==> config.mk <==
export PLATFORM = sky130hd
export DESIGN_NAME = discrete_range_controller_flat
export DESIGN_NICKNAME = d
export VERILOG_FILES = /design/src/rtl/discrete_range_controller_if.sv /design/src/rtl/discrete_range_controller.sv /design/src/flat_wrapper.sv
export SDC_FILE = /design/constraint.sdc
export NUM_CORES = 1
export LEC_CHECK = 0
export ABC_AREA = 1
export BUFFER_PORTS_ARGS = -buffer_cell sky130_fd_sc_hd__clkbuf_2
export CAP_MARGIN = 0
export CORE_ASPECT_RATIO = 1.1
export CORE_MARGIN = 5
export CORE_UTILIZATION = 45
export DETAILED_ROUTE_END_ITERATION = 6
export PLACE_DENSITY = 0.75
export SLEW_MARGIN = 10
export SYNTH_ARGS = -nofsm -noshare
export SYNTH_HDL_FRONTEND = slang
export SYNTH_SLANG_ARGS = --single-unit
==> constraint.sdc <==
create_clock -name in_clock -period 2.4 [get_ports in_clock]
set_clock_uncertainty 0.1 [all_clocks]
set_input_delay 0.12 -clock in_clock [delete_from_list [all_inputs] [get_ports in_clock]]
set_output_delay 0.12 -clock in_clock [all_outputs]
set_load 0.03 [all_outputs]
==> src/rtl/discrete_range_controller_if.sv <==
// rtl/discrete_range_controller_if.sv - request, table and result signals of the discrete range controller
interface discrete_range_controller_if #(
    parameter int VALUE_WIDTH  = 16,
    parameter int INDEX_WIDTH  = 4,
    parameter int CHOICE_WIDTH = 4
);
    logic                    in_start;
    logic [INDEX_WIDTH-1:0]  in_variable_index;
    logic                    in_load_seed;
    logic [7:0]              in_seed;
    logic [INDEX_WIDTH-1:0]  out_size_index;
    logic [CHOICE_WIDTH:0]   in_size;
    logic [INDEX_WIDTH-1:0]  out_table_variable;
    logic [CHOICE_WIDTH-1:0] out_table_entry;
    logic [VALUE_WIDTH-1:0]  in_table_start;
    logic [VALUE_WIDTH-1:0]  in_table_end;
    logic                    out_busy;
    logic                    out_done;
    logic                    out_error;
    logic [CHOICE_WIDTH-1:0] out_choice;
    logic [VALUE_WIDTH-1:0]  out_start;
    logic [VALUE_WIDTH-1:0]  out_end;
    logic                    out_equal;

    modport slave (
        input  in_start, in_variable_index, in_load_seed, in_seed,
        input  in_size, in_table_start, in_table_end,
        output out_size_index, out_table_variable, out_table_entry,
        output out_busy, out_done, out_error, out_choice, out_start, out_end, out_equal
    );

    modport master (
        output in_start, in_variable_index, in_load_seed, in_seed,
        output in_size, in_table_start, in_table_end,
        input  out_size_index, out_table_variable, out_table_entry,
        input  out_busy, out_done, out_error, out_choice, out_start, out_end, out_equal
    );
endinterface

==> src/rtl/discrete_range_controller.sv <==
// rtl/discrete_range_controller.sv - picks a random assignment range for a discrete variable
module discrete_range_controller #(
    parameter int VALUE_WIDTH  = 16,
    parameter int INDEX_WIDTH  = 4,
    parameter int CHOICE_WIDTH = 4
) (
    input logic                        in_clock,
    input logic                        in_reset,
    discrete_range_controller_if.slave bus
);
    typedef enum logic [2:0] {IDLE, SIZE, DRAW, FETCH, DONE} state_t;

    state_t                  state;
    logic [7:0]              lfsr;
    logic [INDEX_WIDTH-1:0]  var_q;
    logic [CHOICE_WIDTH:0]   size_q;
    logic [CHOICE_WIDTH:0]   mask;
    logic [CHOICE_WIDTH:0]   r_val;
    logic [CHOICE_WIDTH-1:0] choice;
    logic [7:0]              lfsr_next;

    assign lfsr_next = lfsr[0] ? ((lfsr >> 1) ^ 8'hB8) : (lfsr >> 1);

    // Smearing S-1 downward gives the smallest all-ones mask covering it; mask < 2S keeps one subtraction enough.
    always_comb begin
        mask = size_q - 1'b1;
        for (int i = 1; i <= CHOICE_WIDTH; i++) begin
            mask = mask | (mask >> i);
        end
        r_val  = {1'b0, lfsr[CHOICE_WIDTH-1:0]} & mask;
        choice = CHOICE_WIDTH'((r_val < size_q) ? r_val : (r_val - size_q));
    end

    assign bus.out_equal = (bus.out_start == bus.out_end);

    always_ff @(posedge in_clock or negedge in_reset) begin
        if (!in_reset) begin
            state                  <= IDLE;
            lfsr                   <= 8'h01;
            var_q                  <= '0;
            size_q                 <= '0;
            bus.out_size_index     <= '0;
            bus.out_table_variable <= '0;
            bus.out_table_entry    <= '0;
            bus.out_busy           <= 1'b0;
            bus.out_done           <= 1'b0;
            bus.out_error          <= 1'b0;
            bus.out_choice         <= '0;
            bus.out_start          <= '0;
            bus.out_end            <= '0;
        end else begin
            case (state)
                IDLE: begin
                    bus.out_done <= 1'b0;
                    // The draw happens two states later, so a seed loaded alongside a start is what gets used.
                    if (bus.in_load_seed) begin
                        lfsr <= (bus.in_seed == 8'h00) ? 8'h01 : bus.in_seed;
                    end
                    if (bus.in_start) begin
                        var_q              <= bus.in_variable_index;
                        bus.out_size_index <= bus.in_variable_index;
                        bus.out_busy       <= 1'b1;
                        state              <= SIZE;
                    end
                end
                SIZE: begin
                    size_q <= bus.in_size;
                    if (bus.in_size == '0) begin
                        bus.out_error  <= 1'b1;
                        bus.out_choice <= '0;
                        bus.out_start  <= '0;
                        bus.out_end    <= '0;
                        bus.out_done   <= 1'b1;
                        state          <= DONE;
                    end else begin
                        state <= DRAW;
                    end
                end
                DRAW: begin
                    lfsr                   <= lfsr_next;
                    bus.out_table_variable <= var_q;
                    bus.out_table_entry    <= choice;
                    state                  <= FETCH;
                end
                FETCH: begin
                    bus.out_start  <= bus.in_table_start;
                    bus.out_end    <= bus.in_table_end;
                    bus.out_choice <= bus.out_table_entry;
                    bus.out_error  <= 1'b0;
                    bus.out_done   <= 1'b1;
                    state          <= DONE;
                end
                DONE: begin
                    bus.out_done <= 1'b0;
                    bus.out_busy <= 1'b0;
                    state        <= IDLE;
                end
                default: begin
                    bus.out_done <= 1'b0;
                    bus.out_busy <= 1'b0;
                    state        <= IDLE;
                end
            endcase
        end
    end
endmodule

==> src/flat_wrapper.sv <==
// flat-port wrapper written by rule: the top's interface ports become plain ports
module discrete_range_controller_flat 
#(
    parameter int VALUE_WIDTH  = 16,
    parameter int INDEX_WIDTH  = 4,
    parameter int CHOICE_WIDTH = 4
)
  (in_clock, in_reset, bus_in_start, bus_in_variable_index, bus_in_load_seed, bus_in_seed, bus_in_size, bus_in_table_start, bus_in_table_end, bus_out_size_index, bus_out_table_variable, bus_out_table_entry, bus_out_busy, bus_out_done, bus_out_error, bus_out_choice, bus_out_start, bus_out_end, bus_out_equal);
  discrete_range_controller_if #(.VALUE_WIDTH(VALUE_WIDTH), .INDEX_WIDTH(INDEX_WIDTH), .CHOICE_WIDTH(CHOICE_WIDTH)) bus_i ();
  input logic in_clock;
  input logic in_reset;
  input wire logic [$bits(bus_i.in_start)-1:0] bus_in_start;
  input wire logic [$bits(bus_i.in_variable_index)-1:0] bus_in_variable_index;
  input wire logic [$bits(bus_i.in_load_seed)-1:0] bus_in_load_seed;
  input wire logic [$bits(bus_i.in_seed)-1:0] bus_in_seed;
  input wire logic [$bits(bus_i.in_size)-1:0] bus_in_size;
  input wire logic [$bits(bus_i.in_table_start)-1:0] bus_in_table_start;
  input wire logic [$bits(bus_i.in_table_end)-1:0] bus_in_table_end;
  output wire logic [$bits(bus_i.out_size_index)-1:0] bus_out_size_index;
  output wire logic [$bits(bus_i.out_table_variable)-1:0] bus_out_table_variable;
  output wire logic [$bits(bus_i.out_table_entry)-1:0] bus_out_table_entry;
  output wire logic [$bits(bus_i.out_busy)-1:0] bus_out_busy;
  output wire logic [$bits(bus_i.out_done)-1:0] bus_out_done;
  output wire logic [$bits(bus_i.out_error)-1:0] bus_out_error;
  output wire logic [$bits(bus_i.out_choice)-1:0] bus_out_choice;
  output wire logic [$bits(bus_i.out_start)-1:0] bus_out_start;
  output wire logic [$bits(bus_i.out_end)-1:0] bus_out_end;
  output wire logic [$bits(bus_i.out_equal)-1:0] bus_out_equal;
  assign bus_i.in_start = bus_in_start;
  assign bus_i.in_variable_index = bus_in_variable_index;
  assign bus_i.in_load_seed = bus_in_load_seed;
  assign bus_i.in_seed = bus_in_seed;
  assign bus_i.in_size = bus_in_size;
  assign bus_i.in_table_start = bus_in_table_start;
  assign bus_i.in_table_end = bus_in_table_end;
  assign bus_out_size_index = bus_i.out_size_index;
  assign bus_out_table_variable = bus_i.out_table_variable;
  assign bus_out_table_entry = bus_i.out_table_entry;
  assign bus_out_busy = bus_i.out_busy;
  assign bus_out_done = bus_i.out_done;
  assign bus_out_error = bus_i.out_error;
  assign bus_out_choice = bus_i.out_choice;
  assign bus_out_start = bus_i.out_start;
  assign bus_out_end = bus_i.out_end;
  assign bus_out_equal = bus_i.out_equal;
  discrete_range_controller #(.VALUE_WIDTH(VALUE_WIDTH), .INDEX_WIDTH(INDEX_WIDTH), .CHOICE_WIDTH(CHOICE_WIDTH)) u_core (.in_clock(in_clock), .in_reset(in_reset), .bus(bus_i));
endmodule
# Word-level counts from Yosys, hierarchy flattened
# Index checks and enable logic that the tools add are counted.
dict set report classes {
  mux 18
  n_bitwise 8
  order_cmp 1
  reduce_logical 11
  eq_ne 7
  n_addsub 2
}
# cell n
set op_table {}
lappend op_table {{16-bit case mux with 2 select lines} 2}
lappend op_table {{8-bit 2-to-1 mux} 3}
lappend op_table {{16-bit equality test} 1}
lappend op_table {{16-bit 2-to-1 mux} 1}
lappend op_table {{8-bit case mux with 2 select lines} 1}
lappend op_table {{3-bit case mux with 4 select lines} 1}
lappend op_table {{2-bit AND reduction} 5}
lappend op_table {{8-bit zero test} 1}
lappend op_table {{4-bit 2-to-1 mux} 2}
lappend op_table {{4-bit case mux with 2 select lines} 1}
lappend op_table {{3-bit by 2-bit equality test with 1-bit output, second input constant} 2}
lappend op_table {{3-bit 2-to-1 mux} 2}
lappend op_table {{4-bit by 5-bit AND with 5-bit output} 1}
lappend op_table {{5-bit zero test} 1}
lappend op_table {{5-bit < comparator} 1}
lappend op_table {{5-bit by 1-bit OR with 5-bit output} 1}
lappend op_table {{5-bit by 2-bit OR with 5-bit output} 1}
lappend op_table {{5-bit by 3-bit OR with 5-bit output} 1}
lappend op_table {{5-bit by 4-bit OR with 5-bit output} 1}
lappend op_table {{5-bit by 1-bit subtractor with 5-bit output, second input constant} 1}
lappend op_table {{2-bit != test, second input constant} 2}
lappend op_table {{3-bit inverter with 4-bit output} 1}
lappend op_table {{1-bit case mux with 2 select lines} 2}
lappend op_table {{2-bit nonzero test} 2}
lappend op_table {{8 further kinds} 10}
dict set report totals {
  elab_cells 59
  reg_bits 67
  in_bits 53
  out_inout_bits 52
}

# Depth between registers and ports, before layout
dict set report depth {
  word_depth 8
  ltp_mapped 19
  depth_no_buf 19
}

# Least setup slack after synthesis
# Ideal clock, no wire load.
dict set report synth_timing {
  path_kind {flip-flop to flip-flop}
  from {register u_core.size_q[0]}
  to {register u_core.bus.out_table_entry[2]}
  n_path_buf 0
  required_time_ns 2.178
  arrival_ns 2.041
  path_slack_ns 0.136
  path_stages_with_launch 13
  path_cell_list {dfrtp_1 -> inv_1 -> ha_1 -> xor2_1 -> nor2_1 -> nand3_1 -> nand2_1 -> ha_1 -> inv_1 -> fa_1 -> xor2_1 -> a21oi_1 -> a21oi_1}
}
dict set report synth_between {
  elab_chain_len 8
  elab_cells_between_ends 9
  cone_classes {2 x add/sub; 1 x order compare; 1 x mux; 5 x bitwise}
}
# element line_no
set synth_lines {}
lappend synth_lines {{start, declared} discrete_range_controller.sv:16} ;# logic [CHOICE_WIDTH:0] size_q;
lappend synth_lines {{start signal, assigned} discrete_range_controller.sv:67} ;# size_q <= bus.in_size;
lappend synth_lines {{5-bit by 1-bit subtractor with 5-bit output} discrete_range_controller.sv:26} ;# mask = size_q - 1'b1;
lappend synth_lines {{5-bit by 4-bit OR with 5-bit output} discrete_range_controller.sv:28} ;# mask = mask | (mask >> i);
lappend synth_lines {{5-bit by 3-bit OR with 5-bit output} discrete_range_controller.sv:28}
lappend synth_lines {{5-bit by 2-bit OR with 5-bit output} discrete_range_controller.sv:28}
lappend synth_lines {{5-bit by 1-bit OR with 5-bit output} discrete_range_controller.sv:28}
lappend synth_lines {{4-bit by 5-bit AND with 5-bit output} discrete_range_controller.sv:30} ;# r_val = {1'b0, lfsr[CHOICE_WIDTH-1:0]} & mask;
lappend synth_lines {{4-bit subtractor or 5-bit < comparator (tied branches)} discrete_range_controller.sv:31} ;# choice = CHOICE_WIDTH'((r_val < size_q) ? r_val : (r_val - size_q));
lappend synth_lines {{4-bit 2-to-1 mux (*)} discrete_range_controller.sv:31}
lappend synth_lines {{end signal, assigned} discrete_range_controller.sv:82} ;# bus.out_table_entry <= choice;
lappend synth_lines {{end, declared} discrete_range_controller_if.sv:28} ;# output out_size_index, out_table_variable, out_table_entry,
# Every way passes the cells marked *; elsewhere a longest branch is shown, timed or not.
# A chain may end at the register's enable or synchronous reset.

# Worst setup path after layout
dict set report layout_timing {
  from {register u_core.size_q[1]}
  to {register u_core.bus.out_table_entry[1]}
}
# Same word-level chain as after synthesis.

==> flow_summary.ini <==
[sta]
slew_viol_final = 0
slew_headroom = 0.516
finalHoldViolations = 0
fmax_mhz = 426
period_minus_slack_ns = 2.35
tns_ns = 0
finalSetupViolations = 0
finalCritPeriodShare = 0.978
whs_ns = 0.0690
setup_ws_ns = 0.0518
worst_pin_slew_ns = 0.727

[detailed_routing]
drcViolationCount = 0
vias = 3092
ant_nets = 0
routedWlPerCell_um = 14.1
drt_first_pass_iters = 4
via_per_inst = 4.83
first_iter_violations = 114
drt-total-wl_mm = 9.03

[cts]
cts_tree = done
clock-root-buffer = clkbuf_8
cts.sinks = 67
clk_pin_slew_ns = 0.07
insertion_delay_ns = 0.33
cts_buffer_depth = 2
cts-buffers-inserted = 9
h-tree-depth = 3

[placed_design]
port_buffers = 104
dpl-instance-area_um2 = 3860
routabilityCongestion = 0.831
post-place-ws_ns = -0.0179
hpwl_mm = 5.75

[global_route]
grt_pass1_wl_mm = 14.5
groute.usage.overall = 0.195
grt_pass1_vias = 3091
antenna_found_initial = 0
grt_overflow = 0
grt_max_degree = 38

[hold_path]
hp-class = input pin to flip-flop

[critical_path]
crit_required_ns = 2.58
critical_path_class = flip-flop to flip-flop
crit_arrival_ns = 2.52
startpoint_type = flip-flop
critPathMaxFanout = 3
cp-end-kind = flip-flop

[cells_and_area]
fin_nets = 610
fin_area_um2 = 4740
diodes = 0
area_growth_pct = 45.5
drive_gt1_frac = 0.330

[floorplanning]
initial_utilization = 0.462
ios = 105
rows = 32
die_h_um = 99.2
dieArea_um2 = 9040
dieWidth_um = 91.1
coreArea_um2 = 7050

[synthesis]
synth_nets = 441
synth_area_per_cell_um2 = 8.55
synthCells = 381
synth-seq-cells = 67
yosysSeqAreaShare = 0.515
yosys_warnings = 0
postSynth.topFlopCell = dfrtp_1
async_reset_ff_frac = 1.00
yosysUniqueCellTypes = 34
synth-edff-count = 0
netlist_area_um2 = 3260

[pwr]
power_mw = 7.10
ir_drop_v = 0.000797
power.density_nw_per_um2 = 1500
p_leak_nw = 2.51

[outcome]
status = completed

[flow_run]
cap_violations = 0
-- registers in the layout, summed over array words and instances (netlist names) --
| register | count |
|---|---|
| u_core.bus.out_busy | 1 |
| u_core.bus.out_choice | 4 |
| u_core.bus.out_done | 1 |
| u_core.bus.out_end | 16 |
| u_core.bus.out_error | 1 |
| u_core.bus.out_start | 16 |
| u_core.bus.out_table_entry | 4 |
| u_core.bus.out_table_variable | 4 |
| u_core.lfsr | 8 |
| u_core.size_q | 5 |
| u_core.state | 3 |
| u_core.var_q | 4 |
-- worst max-delay path, cell delays in order (launching register included) --
cell and delay, ns:
dfrtp_1 0.39, buf_4 0.14, nor2_2 0.09, nand2_1 0.06, nand2_1 0.08, nand2_2 0.09
nor2_4 0.10, nand3_1 0.09, nand2_1 0.10, ha_2 0.21, inv_2 0.05, fa_2 0.58
nor2_4 0.04, nor2_2 0.08, nand2_1 0.06, nand2_1 0.04
-- where the power goes --
part | internal (mW) | switching (mW)
logic | 1.42 | 2.63
registers | 1.67 | 0.468
clock network | 0.482 | 0.424
-- logic make-up after synthesis --
group,synth area share
multiplexers,0.0138
AO/OA/AOI/OAI,0.0830
buffers and inverters,0.0707
XOR/XNOR,0.0376
adder cells (fa/ha/maj),0.0292
flip-flops,0.515
AND/OR/NAND/NOR,0.251
-- per-stage QoR --
| stage | utilization | std cells |
|---|---|---|
| floorplan | - | 381 |
| global route | 0.673 | 640 |
| CTS | 0.650 | 634 |
| global placement | 0.547 | 565 |
| detailed placement | 0.547 | 565 |
| finish | 0.673 | 640 |
-- worst paths after layout --
kind / from / endpoint / slack [ns] / depth (start not counted)
setup / recovery: u_core.size_q[1] / u_core.bus.out_table_entry[1] / 0.05 / 15
hold reg to reg: u_core.bus.out_choice[3] / u_core.bus.out_choice[3] / 0.37 / 2
min in group asynchronous: in_reset / u_core.bus.out_start[10] / 0.29 / 2
max in group asynchronous: in_reset / u_core.bus.out_start[14] / 1.25 / 3
setup reg to reg: u_core.size_q[1] / u_core.bus.out_table_entry[1] / 0.05 / 15
hold / removal: bus_in_load_seed / u_core.lfsr[2] / 0.07 / 4
-- routing by layer --
layer / track usage / share of wire / wire length (um) / vias up
met5: 0 / 0 / 0 / -
met4: 0.0576 / 0.012 / 104 / 0
met3: 0.0545 / 0.067 / 607 / 12
met2: 0.340 / 0.51 / 4620 / 116
met1: 0.235 / 0.41 / 3700 / 1431
li1: - / - / - / 1533
-- final cells by class --
cell class,count,area (um^2)
Fill cell,535,2310
Sequential cell,67,1680
Multi-Input combinational cell,263,1460
Timing Repair Buffer,167,1140
Inverter,42,163
Clock buffer,10,128
Tap cell,85,106
Clock inverter,6,65.1
-- cells in the mapped netlist (all sizes together), types with 3 or more instances --
cell type | count | area share
nand2 | 159 | 0.19
dfrtp | 66 | 0.51
inv | 42 | 0.049
o21ai | 23 | 0.046
nor2 | 19 | 0.030
xor2 | 11 | 0.030
buf | 7 | 0.019
nand3 | 7 | 0.011
a21oi | 6 | 0.013
ha | 6 | 0.023
nor3 | 6 | 0.0092
nand4 | 5 | 0.0096
mux2 | 4 | 0.014
o211ai | 4 | 0.0092
xnor2 | 3 | 0.0081
-- timing repair --
action / CTS / global route
endpoints found under the setup margin: 2 / 4
setup buffers: 1 / 6
hold endpoints to repair: 79 / 0
pin swaps: 1 / 14
resized for setup: 0 / 34
hold buffers: 52 / 0
-- cell usage in the layout, fill, tap and decap left out, types with 2 or more instances in the layout --
cell type | synthesis | routed
a22oi_1 | 2 | 2
clkbuf_2 | 0 | 103
inv_2 | 3 | 9
ha_1 | 6 | 2
nor2_1 | 15 | 9
o21ai_2 | 9 | 9
a31oi_1 | 2 | 2
inv_4 | 1 | 2
nor3_1 | 6 | 6
dfrtp_1 | 66 | 65
nand2_4 | 2 | 2
a21oi_1 | 5 | 4
nor2_2 | 1 | 5
nand2_1 | 157 | 151
nand4_1 | 5 | 5
inv_1 | 38 | 31
ha_4 | 0 | 3
nand3_1 | 7 | 6
buf_4 | 0 | 9
nor2_4 | 3 | 5
o21ai_0 | 14 | 14
nand2_2 | 0 | 6
xnor2_1 | 3 | 3
xor2_1 | 11 | 10
clkinv_2 | 0 | 2
mux2_2 | 4 | 4
clkbuf_8 | 0 | 9
dlygate4sd3_1 | 0 | 52
o211ai_1 | 4 | 4
Note: power is estimated with default switching activity, not from simulation.
